`config.mk`:
```
export PLATFORM = sky130hd
export DESIGN_NAME = wb_write_arbiter_flat
export DESIGN_NICKNAME = d
export VERILOG_FILES = /design/src/rtl/wb_pkg.sv /design/src/rtl/wb_write_arbiter_if.sv /design/src/rtl/wb_write_arbiter_chk.sv /design/src/rtl/wb_write_arbiter_load_fifo.sv /design/src/rtl/wb_write_arbiter.sv /design/src/flat_wrapper.sv
export SDC_FILE = /design/constraint.sdc
export NUM_CORES = 1
export LEC_CHECK = 0
export CAP_MARGIN = 25
export CORE_UTILIZATION = 53
export CTS_BUF_LIST = sky130_fd_sc_hd__clkbuf_4 sky130_fd_sc_hd__clkbuf_8 sky130_fd_sc_hd__clkbuf_16
export DETAILED_ROUTE_END_ITERATION = 10
export PLACE_DENSITY_LB_ADDON = 0.1
export REMOVE_ABC_BUFFERS = 1
export SETUP_SLACK_MARGIN = 0.5
export SLEW_MARGIN = 30
export SYNTH_ARGS = -nofsm -noshare
export SYNTH_HDL_FRONTEND = slang
export SYNTH_HIERARCHICAL = 1
export SYNTH_SLANG_ARGS = --single-unit
```
`constraint.sdc`:
```
create_clock -name clk -period 3.45 [get_ports clk]
set_input_delay 1.035 -clock clk [delete_from_list [all_inputs] [get_ports clk]]
set_output_delay 1.035 -clock clk [all_outputs]
set_load 0.03 [all_outputs]
```
`src/rtl/wb_pkg.sv`:
```
// Shared widths, constants and the load-entry type for the writeback arbiter slice.
package wb_pkg;
  localparam int REG_W    = 4;
  localparam int DATA_W   = 16;
  localparam int NUM_REGS = 16;
  localparam logic [REG_W-1:0] ZERO_REG = 4'd0;

  typedef struct packed {
    logic [REG_W-1:0]  rd;
    logic [DATA_W-1:0] data;
  } ld_entry_t;

  function automatic logic [NUM_REGS-1:0] reg_mask(input logic [REG_W-1:0] r);
    reg_mask = {{(NUM_REGS-1){1'b0}}, 1'b1} << r;
  endfunction
endpackage

```
`src/rtl/wb_write_arbiter_if.sv`:
```
// ALU/load result streams in, register-file write port out.
interface wb_write_arbiter_if;
  import wb_pkg::*;

  logic              alu_valid;
  logic [REG_W-1:0]  alu_reg;
  logic [DATA_W-1:0] alu_data;
  logic              ld_valid;
  logic              ld_ready;
  logic [REG_W-1:0]  ld_reg;
  logic [DATA_W-1:0] ld_data;
  logic [REG_W-1:0]  DstReg;
  logic              WriteReg;
  logic [DATA_W-1:0] DstData;
  logic              wb_src;

  modport master (
    output alu_valid, alu_reg, alu_data, ld_valid, ld_reg, ld_data,
    input  ld_ready, DstReg, WriteReg, DstData, wb_src
  );

  modport slave (
    input  alu_valid, alu_reg, alu_data, ld_valid, ld_reg, ld_data,
    output ld_ready, DstReg, WriteReg, DstData, wb_src
  );
endinterface

```
`src/rtl/wb_write_arbiter_chk.sv`:
```
// Simulation-only protocol checks for the writeback arbiter.
module wb_write_arbiter_chk (
  input logic        clk,
  input logic        rst,
  input logic        alu_valid,
  input logic [3:0]  alu_reg,
  input logic        ld_valid,
  input logic [3:0]  ld_reg,
  input logic [15:0] pending,
  input logic        WriteReg,
  input logic [3:0]  DstReg
);
  a_ld_to_pending: assert property (@(posedge clk) disable iff (!rst)
    !(ld_valid && pending[ld_reg]));
  a_alu_to_pending: assert property (@(posedge clk) disable iff (!rst)
    !(alu_valid && pending[alu_reg]));
  a_no_r0_write: assert property (@(posedge clk) disable iff (!rst)
    !(WriteReg && (DstReg == 4'd0)));
endmodule

```
`src/rtl/wb_write_arbiter_load_fifo.sv`:
```
// wb_load_fifo: in-order circular buffer of pending load results; LD_DEPTH must be a power of two.
module wb_load_fifo
  import wb_pkg::*;
#(
  parameter int LD_DEPTH = 4
) (
  input  logic      clk,
  input  logic      rst,
  input  logic      i_push,
  input  ld_entry_t i_entry,
  input  logic      i_pop,
  output ld_entry_t o_head,
  output logic      o_full,
  output logic      o_empty
);
  localparam int PTR_W = $clog2(LD_DEPTH);
  localparam int CNT_W = PTR_W + 1;

  ld_entry_t        r_mem [LD_DEPTH];
  logic [PTR_W-1:0] r_wr_ptr;
  logic [PTR_W-1:0] r_rd_ptr;
  logic [CNT_W-1:0] r_count;
  logic             w_do_push;
  logic             w_do_pop;

  assign o_full    = (r_count == CNT_W'(LD_DEPTH));
  assign o_empty   = (r_count == {CNT_W{1'b0}});
  assign w_do_push = i_push && !o_full;
  assign w_do_pop  = i_pop && !o_empty;
  assign o_head    = r_mem[r_rd_ptr];

  // Pointers wrap naturally because the depth is a power of two.
  always_ff @(posedge clk) begin
    if (!rst) begin
      r_wr_ptr <= {PTR_W{1'b0}};
      r_rd_ptr <= {PTR_W{1'b0}};
      r_count  <= {CNT_W{1'b0}};
    end else begin
      if (w_do_push) r_wr_ptr <= r_wr_ptr + PTR_W'(1);
      else           r_wr_ptr <= r_wr_ptr;
      if (w_do_pop)  r_rd_ptr <= r_rd_ptr + PTR_W'(1);
      else           r_rd_ptr <= r_rd_ptr;
      case ({w_do_push, w_do_pop})
        2'b10:   r_count <= r_count + CNT_W'(1);
        2'b01:   r_count <= r_count - CNT_W'(1);
        default: r_count <= r_count;
      endcase
    end
  end

  // Storage carries data only, so it needs no reset.
  always_ff @(posedge clk) begin
    if (w_do_push) r_mem[r_wr_ptr] <= i_entry;
  end
endmodule

```
`src/rtl/wb_write_arbiter.sv`:
```
// Register-file writeback arbiter: ALU has absolute priority, queued loads drain in idle slots.
// Optional WB_STALL_CNT_EN adds a saturating count of slots the ALU took from waiting loads.
module wb_write_arbiter
  import wb_pkg::*;
#(
  parameter int LD_DEPTH = 4
) (
  input  logic                clk,
  input  logic                rst,
  wb_write_arbiter_if.slave   bus,
  output logic [NUM_REGS-1:0] pending
`ifdef WB_STALL_CNT_EN
  ,
  output logic [15:0]         stall_cnt
`endif
);
  logic                r_we;
  logic [REG_W-1:0]    r_dst_reg;
  logic [DATA_W-1:0]   r_dst_data;
  logic                r_wb_src;
  logic [NUM_REGS-1:0] r_pending;
  logic [NUM_REGS-1:0] w_pending_nxt;
  logic                w_alu_win;
  logic                w_full;
  logic                w_empty;
  logic                w_pop;
  logic                w_push;
  ld_entry_t           w_head;
  ld_entry_t           w_entry;

  // An ALU write aimed at R0 is treated as an idle slot.
  assign w_alu_win    = bus.alu_valid && (bus.alu_reg != ZERO_REG);
  assign w_pop        = !w_alu_win && !w_empty;
  assign bus.ld_ready = rst && !w_full;
  assign w_push       = bus.ld_valid && bus.ld_ready && (bus.ld_reg != ZERO_REG);
  assign w_entry      = '{rd: bus.ld_reg, data: bus.ld_data};

  wb_load_fifo #(.LD_DEPTH(LD_DEPTH)) u_fifo (
    .clk     (clk),
    .rst     (rst),
    .i_push  (w_push),
    .i_entry (w_entry),
    .i_pop   (w_pop),
    .o_head  (w_head),
    .o_full  (w_full),
    .o_empty (w_empty)
  );

  // Scoreboard: clear on pop into the output register, set on enqueue.
  always_comb begin
    w_pending_nxt = r_pending;
    if (w_pop) w_pending_nxt = w_pending_nxt & ~reg_mask(w_head.rd);
    else       w_pending_nxt = w_pending_nxt;
    if (w_push) w_pending_nxt = w_pending_nxt | reg_mask(bus.ld_reg);
    else        w_pending_nxt = w_pending_nxt;
  end

  // Output register: ALU, then FIFO head, else idle with address/data held.
  always_ff @(posedge clk) begin
    if (!rst) begin
      r_we       <= 1'b0;
      r_dst_reg  <= ZERO_REG;
      r_dst_data <= {DATA_W{1'b0}};
      r_wb_src   <= 1'b0;
      r_pending  <= {NUM_REGS{1'b0}};
    end else begin
      if (w_alu_win) begin
        r_we       <= 1'b1;
        r_dst_reg  <= bus.alu_reg;
        r_dst_data <= bus.alu_data;
        r_wb_src   <= 1'b0;
      end else if (w_pop) begin
        r_we       <= 1'b1;
        r_dst_reg  <= w_head.rd;
        r_dst_data <= w_head.data;
        r_wb_src   <= 1'b1;
      end else begin
        r_we       <= 1'b0;
      end
      r_pending <= w_pending_nxt;
    end
  end

  assign bus.WriteReg = r_we;
  assign bus.DstReg   = r_dst_reg;
  assign bus.DstData  = r_dst_data;
  assign bus.wb_src   = r_wb_src;
  assign pending      = r_pending;

`ifdef WB_STALL_CNT_EN
  logic [15:0] r_stall_cnt;

  // Saturating count of slots the ALU won while loads were waiting.
  always_ff @(posedge clk) begin
    if (!rst) r_stall_cnt <= 16'd0;
    else if (w_alu_win && !w_empty && (r_stall_cnt != 16'hFFFF)) r_stall_cnt <= r_stall_cnt + 16'd1;
    else r_stall_cnt <= r_stall_cnt;
  end

  assign stall_cnt = r_stall_cnt;
`endif

  wb_write_arbiter_chk u_chk (
    .clk       (clk),
    .rst       (rst),
    .alu_valid (bus.alu_valid),
    .alu_reg   (bus.alu_reg),
    .ld_valid  (bus.ld_valid),
    .ld_reg    (bus.ld_reg),
    .pending   (r_pending),
    .WriteReg  (r_we),
    .DstReg    (r_dst_reg)
  );
endmodule
```
`src/flat_wrapper.sv`:
```
// flat-port wrapper written by rule: the top's interface ports become plain ports
module wb_write_arbiter_flat import wb_pkg::*;
#(
  parameter int LD_DEPTH = 4
)
  (clk, rst, pending, bus_alu_valid, bus_alu_reg, bus_alu_data, bus_ld_valid, bus_ld_reg, bus_ld_data, bus_ld_ready, bus_DstReg, bus_WriteReg, bus_DstData, bus_wb_src);
  wb_write_arbiter_if bus_i ();
  input  logic clk;
  input  logic rst;
  output logic [NUM_REGS-1:0] pending;
  input wire logic [$bits(bus_i.alu_valid)-1:0] bus_alu_valid;
  input wire logic [$bits(bus_i.alu_reg)-1:0] bus_alu_reg;
  input wire logic [$bits(bus_i.alu_data)-1:0] bus_alu_data;
  input wire logic [$bits(bus_i.ld_valid)-1:0] bus_ld_valid;
  input wire logic [$bits(bus_i.ld_reg)-1:0] bus_ld_reg;
  input wire logic [$bits(bus_i.ld_data)-1:0] bus_ld_data;
  output wire logic [$bits(bus_i.ld_ready)-1:0] bus_ld_ready;
  output wire logic [$bits(bus_i.DstReg)-1:0] bus_DstReg;
  output wire logic [$bits(bus_i.WriteReg)-1:0] bus_WriteReg;
  output wire logic [$bits(bus_i.DstData)-1:0] bus_DstData;
  output wire logic [$bits(bus_i.wb_src)-1:0] bus_wb_src;
  assign bus_i.alu_valid = bus_alu_valid;
  assign bus_i.alu_reg = bus_alu_reg;
  assign bus_i.alu_data = bus_alu_data;
  assign bus_i.ld_valid = bus_ld_valid;
  assign bus_i.ld_reg = bus_ld_reg;
  assign bus_i.ld_data = bus_ld_data;
  assign bus_ld_ready = bus_i.ld_ready;
  assign bus_DstReg = bus_i.DstReg;
  assign bus_WriteReg = bus_i.WriteReg;
  assign bus_DstData = bus_i.DstData;
  assign bus_wb_src = bus_i.wb_src;
  wb_write_arbiter #(.LD_DEPTH(LD_DEPTH)) u_core (.clk(clk), .rst(rst), .bus(bus_i), .pending(pending));
endmodule
```
=== After elaboration in Yosys (flattened, before gate mapping) ===
Memory sizes are Yosys's and may differ from the RTL's. A register that Yosys moved wholly into a read port is not among the register bits.
Cells that the tools add are included.

* $add $sub $neg: 4
* Equal/unequal tests: 3
* Shift-type cells: 2
* Muxes and demuxes: 13
* Bitwise gates (word level): 4
* Reductions and logical operators: 16

{| class="wikitable"
|+ Operator list
! operator !! count
|-
| 2-to-1 mux 16 bit || 4
|-
| left shift 1 x 4 -> 16 bit (first input constant) || 2
|-
| bitwise AND 16 bit || 1
|-
| inverter 16 bit || 1
|-
| OR 16 bit || 1
|-
| 2-to-1 mux 4 bit || 2
|-
| nonzero test 4 bit || 2
|-
| logical AND 1 bit || 7
|-
| case mux 3 bit (2 select lines) || 1
|-
| adder 2 x 1 -> 2 bit (second input constant) || 2
|-
| 2-to-1 mux 1 bit || 4
|-
| 2-to-1 mux 2 bit || 2
|-
| nonzero test 2 bit || 2
|-
| adder 3 x 1 -> 3 bit (second input constant) || 1
|-
| equality test 3 bit (second input constant) || 1
|-
| logical NOT 1 bit || 3
|-
| logical NOT 3 bit || 1
|-
| subtractor 3 x 1 -> 3 bit (second input constant) || 1
|-
| equality test 2 x 1 -> 1 bit (second input constant) || 1
|-
| equality test 2 bit (second input constant) || 1
|-
| OR reduction 2 bit || 1
|-
| inverter 1 bit || 1
|}

* Register bits after elaboration: 45
* Bits in writable memories: 80
* Input port bits: 44
* Output and inout bits: 39
* Logic and storage cells: 51
* Memories kept: 1

{| class="wikitable"
|+ Memories
! memory !! words !! width !! rd ports !! clocked after Yosys merged registers in !! write ports !! RTL line !! RTL
|-
| u_core.u_fifo.r_mem || 4 || 20 || 1 || 1 || 1 || wb_write_arbiter_load_fifo.sv:19 || <nowiki>ld_entry_t r_mem [LD_DEPTH];</nowiki>
|}

=== Longest topological paths before layout ===
* Depth after elaboration: 8
* Mapped depth: 12
* Gate-level depth less buffers: 11

=== Modules after synthesis ===
Netlist, hierarchy kept.

{| class="wikitable"
|+ Modules (own cells, without submodules)
! module !! times used !! cells an instance !! area an instance (sq um) !! sequential area each (sq um)
|-
| wb_load_fifo || 1 || 158 || 3379.5 || 2582.5
|-
| wb_write_arbiter || 1 || 191 || 1834.3 || 760.7
|}

=== Worst setup path before layout ===
No wires, ideal clock.

* Path kind: in2reg
* Start point: input bus_alu_reg[3]
* End point: register u_core.u_fifo.r_count[2]
* Setup time: 70 ps
* Arrival time: 3199 ps
* Data required time: 3380 ps
* Path slack: 181 ps
* Stages: 10
* Path buffers: 1
* Path through: o41a_1 clkbuf_1 nor2_1 nor2b_1 ha_1 inv_1 fa_1 xor2_1 or3_1 a21boi_1

* Longest elaborated chain between the ends: 7
* Elaborated cells between the ends (all ways): 9
* Those cells by class: eq/ne: 2; mux: 1; reduce/logical: 6

{| class="wikitable"
|+ Ends and longest elaborated chain
! what !! RTL line !! RTL
|-
| from (decl) || flat_wrapper.sv:12 || <nowiki>input wire logic [$bits(bus_i.alu_reg)-1:0] bus_alu_reg;</nowiki>
|-
| nonzero test 4 bit (*) || wb_write_arbiter.sv:32 || <nowiki>assign w_alu_win = bus.alu_valid && (bus.alu_reg != ZERO_REG);</nowiki>
|-
| logical AND 1 bit (*) || wb_write_arbiter.sv:32 ||
|-
| logical NOT 1 bit (*) || wb_write_arbiter.sv:33 || <nowiki>assign w_pop = !w_alu_win && !w_empty;</nowiki>
|-
| logical AND 1 bit (*) || wb_write_arbiter.sv:33 ||
|-
| net u_core.w_pop || wb_write_arbiter.sv:26 || <nowiki>logic w_pop;</nowiki>
|-
| logical AND 1 bit (*) || wb_write_arbiter_load_fifo.sv:29 || <nowiki>assign w_do_pop = i_pop && !o_empty;</nowiki>
|-
| net u_core.u_fifo.w_do_pop || wb_write_arbiter_load_fifo.sv:24 || <nowiki>logic w_do_pop;</nowiki>
|-
| equality test 2 x 1 -> 1 bit or equality test 2 bit (tied branches) || wb_write_arbiter_load_fifo.sv:43 || <nowiki>case ({w_do_push, w_do_pop})</nowiki>
|-
| case mux 3 bit (2 select lines) or nonzero test 2 bit (tied branches) || - ||
|-
| to (signal assigned) || wb_write_arbiter_load_fifo.sv:44 || <nowiki>2'b10: r_count <= r_count + CNT_W'(1);</nowiki>
|-
| to (signal assigned) || wb_write_arbiter_load_fifo.sv:45 || <nowiki>2'b01: r_count <= r_count - CNT_W'(1);</nowiki>
|-
| to (signal assigned) || wb_write_arbiter_load_fifo.sv:46 || <nowiki>default: r_count <= r_count;</nowiki>
|-
| to (decl) || wb_write_arbiter_load_fifo.sv:22 || <nowiki>logic [CNT_W-1:0] r_count;</nowiki>
|}

The timed path passes the listed nets; every way through them passes the cells marked *.
A chain may end at the register's enable or synchronous reset.

=== Final worst setup path ===
* Start point: input rst
* End point: output bus_ld_ready

* Longest elaborated chain between the ends: 1

{| class="wikitable"
|+ Ends and longest elaborated chain
! what !! RTL line !! RTL
|-
| from (decl) || flat_wrapper.sv:9 || <nowiki>input logic rst;</nowiki>
|-
| logical AND 1 bit || wb_write_arbiter.sv:34 || <nowiki>assign bus.ld_ready = rst && !w_full;</nowiki>
|-
| to (decl) || flat_wrapper.sv:17 || <nowiki>output wire logic [$bits(bus_i.ld_ready)-1:0] bus_ld_ready;</nowiki>
|}

No other way between the ends.

==> metrics.txt <==
Post-Syn Instances=349; fin crit period=2.85 ns; routed vias=3,343; DRC=0; synth-to-layout area growth=32.7%; Fmax=351 MHz; FF+latch count, synth=127; layout cells sized above 1=0.196; Final Power=3.81 mW; first-pass GRT wire length=17.2 mm; sequential element share of the synthesized area=0.641; Post-synth top cells=edfxtp_1, dfxtp_1, nand2_1, mux2i_1, mux4_2; Row Count=35; clock sinks=127; setup TNS=0 ns; Main synth FF type=edfxtp_1; P_leak=2.59 nW; CP peak stage delay=0.26 ns; CTS tree=built; critical path's top delay family=buffers and inverters; number of buffers added on ports=82; top-level I/O count=83; Syn Area/Cell=14.9 µm²; Setup CP Type=input port to output port; final period utilization=0.826; worst r2r src=u_core/u_fifo/r_count[2]; Core ar.=0.00937 mm²; CTS root buf=clkbuf_8; multi-input combinational cell area=0.00178 mm²; Hold Fails Final Rpt=0; Vias/cell=5.63; max cap viols=0; ANT nets after route=0; number of global-route vias before repair=3,400; slowest stage cell, crit path=buf_4; Die Span Y=101 µm; arrival time worst endpoint=1.82 ns; antenna fix cells=0; Fillers=633; worst hold path cell count=2; worst skew pair latency=0.51 ns; Least-Margin Pin Slew=0.736 ns; path depth of the worst reg2reg path=11; total CTS buffers=17; Post-synth EDFFs=80; area fraction of the dominant cell type after synthesis=0.461; GR peak layer=met2; Max-Slew Margin vs Limit=0.508; RSZ-0062 raised after global routing=false; setup violators final=0; PwrDens=550 mW/mm²; Buf/Inv on CP=3; min-delay src=u_core/pending[0]; utilization after layout=0.738; drt total wl=10.7 mm; count of different cell masters after synthesis=44; Top cell by count, worst path=buf_4; worst hold path type=register to register; Layout Skew=0.00913 ns; Startpoint Class=input port; grt ovf=0; leading area contributor after synthesis=edfxtp_1; initial core utilization=0.556; largest net degree at the start of global routing=32; clock tree buffer depth=2; design area=0.00692 mm²; Placer Congestion=0.869; Worst VDD drop=0.373 mV; DR iter-0 viols=163; crit-path max FO=25; Worst Path Required=2.41 ns; DRT Pass-1 Iters=5; area post-placement=0.00633 mm²; Post-synth ARST share=0; GRT Util Overall=0.230; WHS Endpoint=u_core/pending[0]; die area=0.0102 mm²; crit-path cells=buf_2, buf_4, nor2b_1, buf_4; endpoint type of the worst setup path=output port; FF-to-FF End=u_core/u_fifo/r_count[2]; met3 Use GR=0.0566; Reg area=0.00334 mm²; hold_buf cts=0; reg-to-reg slack, setup=0.96 ns; Post-Syn Area=0.00521 mm²; outcome=complete, no violations; number of max-slew violations in the final report=0; htree depth=4; most common cell in the netlist=edfxtp_1; initial antenna violation count=0; Placed Cells=561; GR Util met2=0.371; Layout Cells excl Fill=594; layout net count=502; synth warn=6; post-detail-place hpwl=7.10 mm; drt wl/cell=18.1 µm; clk slew on worst S/H paths=0.06 ns; die span in x=101 µm; GR Util met1=0.303; synth top area cells=edfxtp_1, dfxtp_1, mux4_2
-- layout make-up --
cell class	instances	share of cell area
Clock buffer	18	0.0609
Timing Repair Buffer	107	0.153
Tap cell	129	0.0233
Sequential cell	127	0.483
Multi-Input combinational cell	191	0.257
Inverter	8	0.00434
Clock inverter	14	0.0181
-- placed cells by master, fill, tap and decap left out, drive strengths merged, types with 2 or more instances in the layout --
cell type,synthesis,final
edfxtp,80,80
clkdlybuf4s50,0,76
dfxtp,47,47
nand2,31,31
buf,8,27
mux2i,21,21
mux4,20,20
clkbuf,15,18
inv,8,17
o211a,16,16
a21boi,16,16
o41ai,13,13
o21ai,9,9
and2,9,9
ha,5,5
clkinvlp,0,4
dlymetal6s2s,0,4
o41a,4,4
nand2b,4,4
nor2,4,4
nor2b,4,4
nand3b,3,3
o21a,3,3
nand4bb,3,3
or3,3,3
nor3,3,3
a21oi,2,2
or2,2,2
nand4,2,2
nand4b,2,2
nand3,2,2
-- metal layers --
metal / up-vias / routed length (µm)
met5: - / 0
met2: 113 / 5330
li1: 1568 / -
met3: 6 / 611
met1: 1656 / 4740
met4: 0 / 49
-- how the worst max path moves through the flow --
stage / startpoint / end / slack [ns] / cells after the start
final: rst / bus_ld_ready / 0.60 / 4
after floorplan: bus_alu_reg[3] / u_core/u_fifo/r_count[2] / 0.12 / 9
after detailed placement: bus_alu_reg[3] / u_core/u_fifo/r_count[2] / -0.08 / 10
after global routing: bus_ld_reg[0] / u_core/u_fifo/r_count[2] / 0.51 / 11
after CTS: bus_alu_reg[0] / u_core/u_fifo/r_count[2] / 0.52 / 10
after global placement: bus_alu_reg[3] / u_core/u_fifo/r_count[2] / -0.06 / 10
-- sequential cells by signal, indices dropped and copies added (netlist names), named ones only --
name / cells
u_core/bus.WriteReg: 1
u_core/u_fifo/r_count: 3
u_core/bus.DstReg: 4
u_core/bus.wb_src: 1
u_core/pending: 16
u_core/bus.DstData: 16
u_core/u_fifo/r_mem: 80
u_core/u_fifo/r_rd_ptr: 2
u_core/u_fifo/r_wr_ptr: 2
-- timing repair --
action,CTS,global route
cloned,0,0
setup endpoints to repair,1,1
resized for setup,4,6
hold endpoints to repair,0,0
pin swaps,1,5
setup buffers,1,0
-- tightest hold or removal path: stages, from the launching register on --
cell     delay, ns
dfxtp_1       0.31
nand2_1       0.06
a21oi_1       0.04
-- cells by family (layout without fill, tap and decap cells) --
logic type | Yosys count | after routing | synth area share
DFF | 127 | 127 | 0.641
adders and majority gates | 6 | 6 | 0.0158
muxes | 41 | 41 | 0.127
buffers and inverters | 31 | 147 | 0.0264
and+or+nand+nor | 78 | 78 | 0.0845
AOI/OAI and AO/OA | 64 | 64 | 0.102
xor gates and xnor gates | 2 | 2 | 0.00336
-- power breakdown --
part	internal, mW	switching (mW)	total, mW
sequential	1.67	0.0323	1.71
combinational	0.233	0.255	0.488
clock	0.917	0.698	1.62
total	2.82	0.985	3.81
-- per-stage QoR --
step	hold WS, ns	setup slack (ns)
CTS	0.464	0.521
detailed placement	0.454	-0.0834
global route	0.476	0.506
finish	0.459	0.600
global placement	0.448	-0.0591
floorplan	0.456	0.120
Note: power is estimated with default switching activity, not from simulation.
